`config.mk`:
```
export PLATFORM = sky130hd
export DESIGN_NAME = mips_register_file
export DESIGN_NICKNAME = d
export VERILOG_FILES = /design/src/rtl/mips_rf_pkg.sv /design/src/rtl/dcd_en.sv /design/src/rtl/mips_register_file.sv
export SDC_FILE = /design/constraint.sdc
export NUM_CORES = 2
export LEC_CHECK = 0
export ABC_AREA = 1
export BUFFER_PORTS_ARGS = -buffer_cell sky130_fd_sc_hd__buf_2
export CAP_MARGIN = 5
export CELL_PAD_IN_SITES_DETAIL_PLACEMENT = 1
export CELL_PAD_IN_SITES_GLOBAL_PLACEMENT = 2
export CORE_ASPECT_RATIO = 0.9
export CORE_MARGIN = 1
export CORE_UTILIZATION = 30
export CTS_CLUSTER_DIAMETER = 80
export DETAILED_ROUTE_END_ITERATION = 7
export PLACE_DENSITY = 0.65
export SYNTH_ARGS = -nofsm -noshare
export SYNTH_HDL_FRONTEND = slang
export SYNTH_SLANG_ARGS = --single-unit
```
`constraint.sdc`:
```
create_clock -name clk -period 72.6 [get_ports clk]
set_input_delay 21.78 -clock clk [delete_from_list [all_inputs] [get_ports clk]]
set_output_delay 21.78 -clock clk [all_outputs]
set_load 0.03 [all_outputs]
```
`src/rtl/mips_rf_pkg.sv`:
```
// Shared sizing and index/word types for the MIPS general-purpose register file.
package mips_rf_pkg;

    localparam int DATA_W = 32;
    localparam int ADDR_W = 5;
    localparam int NREGS  = 32;

    typedef logic [ADDR_W-1:0] reg_idx_t;
    typedef logic [DATA_W-1:0] word_t;

    localparam reg_idx_t ZERO_REG = '0;

endpackage

```
`src/rtl/dcd_en.sv`:
```
// Write-enable decoder: {en, addr} to a one-hot vector, MSB-first (register i on bit NREGS-1-i).
module dcd_en
    import mips_rf_pkg::*;
(
    input  logic             en,
    input  reg_idx_t         addr,
    output logic [NREGS-1:0] decOut
);

    // Index 0 is the hardwired zero register, so its enable bit is never produced.
    always_comb begin
        decOut = '0;
        for (int i = 1; i < NREGS; i++) begin
            if (en && (addr == reg_idx_t'(i))) begin
                decOut[NREGS-1-i] = 1'b1;
            end
        end
    end

endmodule

```
`src/rtl/mips_register_file.sv`:
```
// 32 x 32 MIPS register file: two bypassed combinational read ports, one write-back port,
// and a per-register busy scoreboard that stalls reads of in-flight long-latency results.
module mips_register_file
    import mips_rf_pkg::*;
(
    input  logic              clk,
    input  logic              reset,
    input  logic              RegWrite,
    input  logic [ADDR_W-1:0] WriteRegister,
    input  logic [DATA_W-1:0] WriteData,
    input  logic [ADDR_W-1:0] ReadRegister1,
    input  logic [ADDR_W-1:0] ReadRegister2,
    output logic [DATA_W-1:0] ReadData1,
    output logic [DATA_W-1:0] ReadData2,
    input  logic              MarkBusy,
    input  logic [ADDR_W-1:0] BusyRegister,
    output logic              Stall,
    output logic [NREGS-1:0]  BusyVector
);

    logic [NREGS-1:0] decOut;
    logic [NREGS-1:0] wrEn;
    logic [NREGS-1:0] busy;
    word_t            regFile [NREGS];
    logic             bypass1;
    logic             bypass2;
    logic             hazard1;
    logic             hazard2;

    dcd_en u_dcd_en (
        .en     (RegWrite),
        .addr   (WriteRegister),
        .decOut (decOut)
    );

    always_comb begin
        wrEn = '0;
        for (int i = 0; i < NREGS; i++) begin
            wrEn[i] = decOut[NREGS-1-i];
        end
    end

    always_ff @(posedge clk or posedge reset) begin
        if (reset) begin
            for (int i = 0; i < NREGS; i++) begin
                regFile[i] <= '0;
            end
        end else begin
            for (int i = 0; i < NREGS; i++) begin
                if (wrEn[i]) begin
                    regFile[i] <= WriteData;
                end
            end
        end
    end

    // A new mark beats a completing write-back: the newer producer still owes a result.
    always_ff @(posedge clk or posedge reset) begin
        if (reset) begin
            busy <= '0;
        end else begin
            for (int i = 1; i < NREGS; i++) begin
                if (MarkBusy && (BusyRegister == reg_idx_t'(i))) begin
                    busy[i] <= 1'b1;
                end else if (wrEn[i]) begin
                    busy[i] <= 1'b0;
                end
            end
        end
    end

    assign bypass1 = RegWrite && (WriteRegister == ReadRegister1);
    assign bypass2 = RegWrite && (WriteRegister == ReadRegister2);

    always_comb begin
        ReadData1 = regFile[ReadRegister1];
        if (reset || (ReadRegister1 == ZERO_REG)) begin
            ReadData1 = '0;
        end else if (bypass1) begin
            ReadData1 = WriteData;
        end
    end

    always_comb begin
        ReadData2 = regFile[ReadRegister2];
        if (reset || (ReadRegister2 == ZERO_REG)) begin
            ReadData2 = '0;
        end else if (bypass2) begin
            ReadData2 = WriteData;
        end
    end

    // busy[0] never sets, so reads of the zero register cannot stall.
    assign hazard1    = busy[ReadRegister1] && !bypass1;
    assign hazard2    = busy[ReadRegister2] && !bypass2;
    assign Stall      = hazard1 || hazard2;
    assign BusyVector = busy;

endmodule
```
==> reports/results.txt <==
Status = finished, final reports clean
Total gr overflow = 0
Number of global-route vias before repair = 59800
CTS HTree Levels = 4
Number of CTS-inserted buffers = 135
Post-Syn Area = 0.0593 mm²
Count of cell types in the netlist = 36
Unrepaired setup endpoints after global routing = no
Min-delay worst type = reg2reg
GRT Total Usage = 32.4%
Core area = 0.196 mm²
Clock-pin slew on the worst setup and hold paths = 0.06 ns
Area Overhead vs Synth = 10.8%
Area of the die = 0.199 mm²
Worst hold start = regFile[220]
Number of DRC markers in iteration 0 = 6433
Setup TNS = 0 ns
CP endpoint kind = output port
Setup CP Type = in2out
Final period utilization = 66.1%
Max-Cap Viols = 0
Worst r2r dst = BusyVector[22]
Fin Clk Skew = 0 ns
Clock sinks = 1023
Num rows = 154
Leak = 30.1 nW
Placer Congestion = 0.874
Post-synth EDFFs = 0
DRC Markers = 0
CP max stage cell = nand2_2
Synth area leader = dfrtp_1
Worst path cell trace = buf_8, clkinv_2, nand2_2, o31ai_4, inv_2, buf_4, o21ai_0, a21oi_1, buf_2
Starting Density = 30.2%
Worst EP required = 50.82 ns
Buf/Inv on CP = 5
DR vias = 61000
Tmin final = 47.98 ns
Largest net degree at the start of global routing = 153
Post-Syn Nets = 8589
FF+latch area = 0.0256 mm²
WP data arrival = 26.20 ns
Clk_lat worst skew = 0.79 ns
Area of the multi-input gates = 0.0274 mm²
Switching power = 0.669 mW
Number of nets with antenna violations after routing = 0
Count of final hold-check violations = 0
Synth top area cells = dfrtp_1 43%, nand2_1 18%, o21ai_0 8.8%, nand3_1 8.1%, inv_1 4.7%
Synth Instances = 8533
Final setup viols = 0
Flop pwr share = 40.8%
Reg2Reg Setup Slack = 71.65 ns
# fillers = 24100
Dominant synthesized flop cell = dfrtp_1
First-pass DRT Iterations = 6
Post-cts sizing count = 0
CTS tree = built
Slew margin rel. = 18.0%
Critical path launch point type = input pin
Initial antenna violation count = 39
Root buffer selected by CTS = clkbuf_16
WHS Endpoint = regFile[220]
Sequential area share after synthesis = 43.2%
Ys async rst share = 100%
Slew Limit Fails = 0
Top delay family on crit path = buffers and inverters
Comb power frac = 22.5%
VDD IR max = 0.0236 mV
Actual slew at the worst max-slew pin = 1.23 ns
Clock Power Share = 36.7%
First-pass GRT wire length = 466 mm
Pwr per Cell Area = 28.8 mW/mm²
Syn avg cell area = 6.94 µm²
R2r startpoint = BusyVector[22]
Die height = 424 µm
Hold depth = 2
Die Wd = 470 µm
Nets = 8304
Pint = 1.22 mW
CTS hold repair buffers = 0
# Post-CTS Setup Buffers = 0
Detailed placement HPWL = 191 mm
Post-Route WL = 327 mm
Share of layout cells above drive strength 1 = 7.79%
Area share of the largest cell type after synthesis = 43.2%
Number of buffers added on ports = 151
Vias per cell = 5.57
Worst reg2reg path depth = 2
# IOs = 153
Sw Share = 35.4%
CP peak stage delay = 0.93 ns
Drt wl/cell = 29.8 µm
Final core utilization = 33.5%
#FFs+latches synth = 1023
CTS Buffer Depth = 3
Crit-path max FO = 52
Maximum clock rate = 20.8 MHz
Synth warnings = 1
power groups by stage:
| stage | sequential, mW | combinational [mW] | clock (mW) |
|---|---|---|---|
| after floorplan | 0.763 | 0.281 | 0 |
| after global placement | 0.775 | 0.412 | 0 |
| after detailed placement | 0.777 | 0.422 | 0 |
| after CTS | 0.769 | 0.424 | 0.709 |
| after global routing | 0.784 | 0.477 | 0.728 |
| final | 0.771 | 0.426 | 0.695 |
final cells by class:
cell class / instances / share of cell area (%)
Tap cell: 2574 / 4.91
Clock inverter: 43 / 0.633
Multi-Input combinational cell: 6008 / 41.7
Antenna cell: 20 / 0.0762
Clock buffer: 200 / 6.15
Sequential cell: 1023 / 39.0
Inverter: 781 / 4.54
Timing Repair Buffer: 299 / 3.03
worst register-to-register path, cell delays in order, from the launching register on:
cell and delay (ns):
dfrtp_1 0.55, inv_1 0.13, o21ai_0 0.18
how the worst max path moves through the flow:
stage                     slack, ns  depth (start not counted)             to              from
after floorplan                5.08                          6  ReadData1[10]             reset
after global placement        24.71                         15  ReadData1[30]  ReadRegister1[0]
after detailed placement      24.71                         15  ReadData1[30]  ReadRegister1[0]
after CTS                     24.70                         15  ReadData1[30]  ReadRegister1[0]
after global routing          24.70                         15  ReadData1[30]  ReadRegister1[0]
final                         24.62                          9  ReadData1[28]  ReadRegister1[1]
cell families after synthesis:
| kind of cell | Yosys count | synth area share (%) |
|---|---|---|
| other | 1 | 0.00633 |
| DFF | 1023 | 43.2 |
| and+or+nand+nor | 4224 | 29.5 |
| buffers and inverters | 1502 | 10.8 |
| AOI/OAI and AO/OA | 1783 | 16.5 |
registers in the layout, summed over array words and instances, names as in the netlist:
name	flops
BusyVector	31
regFile	992
stage by stage:
stage | hold WS (ns) | cells | worst slack, ns | cell area [µm²] | power [mW]
final | 0.508 | 10900 | 24.62 | 65700 | 1.89
after floorplan | 0.467 | 8533 | 5.08 | 59300 | 1.04
after global placement | 0.483 | 10700 | 24.71 | 61100 | 1.19
after detailed placement | 0.495 | 10700 | 24.71 | 61100 | 1.20
after CTS | 0.509 | 10900 | 24.70 | 65600 | 1.90
after global routing | 0.536 | 10900 | 24.70 | 65600 | 1.99
per-layer routing:
metal	routed length, µm	part of all wire [%]	GRT usage, %
met5	41	0.013	0
met4	12400	3.8	12.3
met3	20600	6.3	4.10
met2	145000	44	50.4
met1	148000	45	45.7
cell usage after synthesis, drive strengths merged (4+ instances only):
cell type,instances
o22ai,6
nor2,370
a22o,6
o211ai,300
o21a,4
a21oi,291
nand4,39
nand2,2803
nor3,6
nand3,962
inv,781
a31oi,21
dfrtp,1023
or2,44
clkbuf,300
buf,421
o21ai,1153
placed cells by master, fill, tap and decap left out, types with 21 or more instances in the layout:
master,count
clkbuf_16,141
clkbuf_1,30
clkinv_2,26
clkbuf_8,29
nand2_1,2798
o211ai_1,300
o21ai_0,1040
inv_1,731
nand3_1,959
nor2_1,335
a21oi_1,290
dfrtp_1,1023
o21ai_1,113
inv_2,35
a31oi_1,21
buf_4,148
nand4_1,39
buf_2,141
nor2_4,30
or2_2,44
Note: power is estimated with default switching activity, not from simulation.
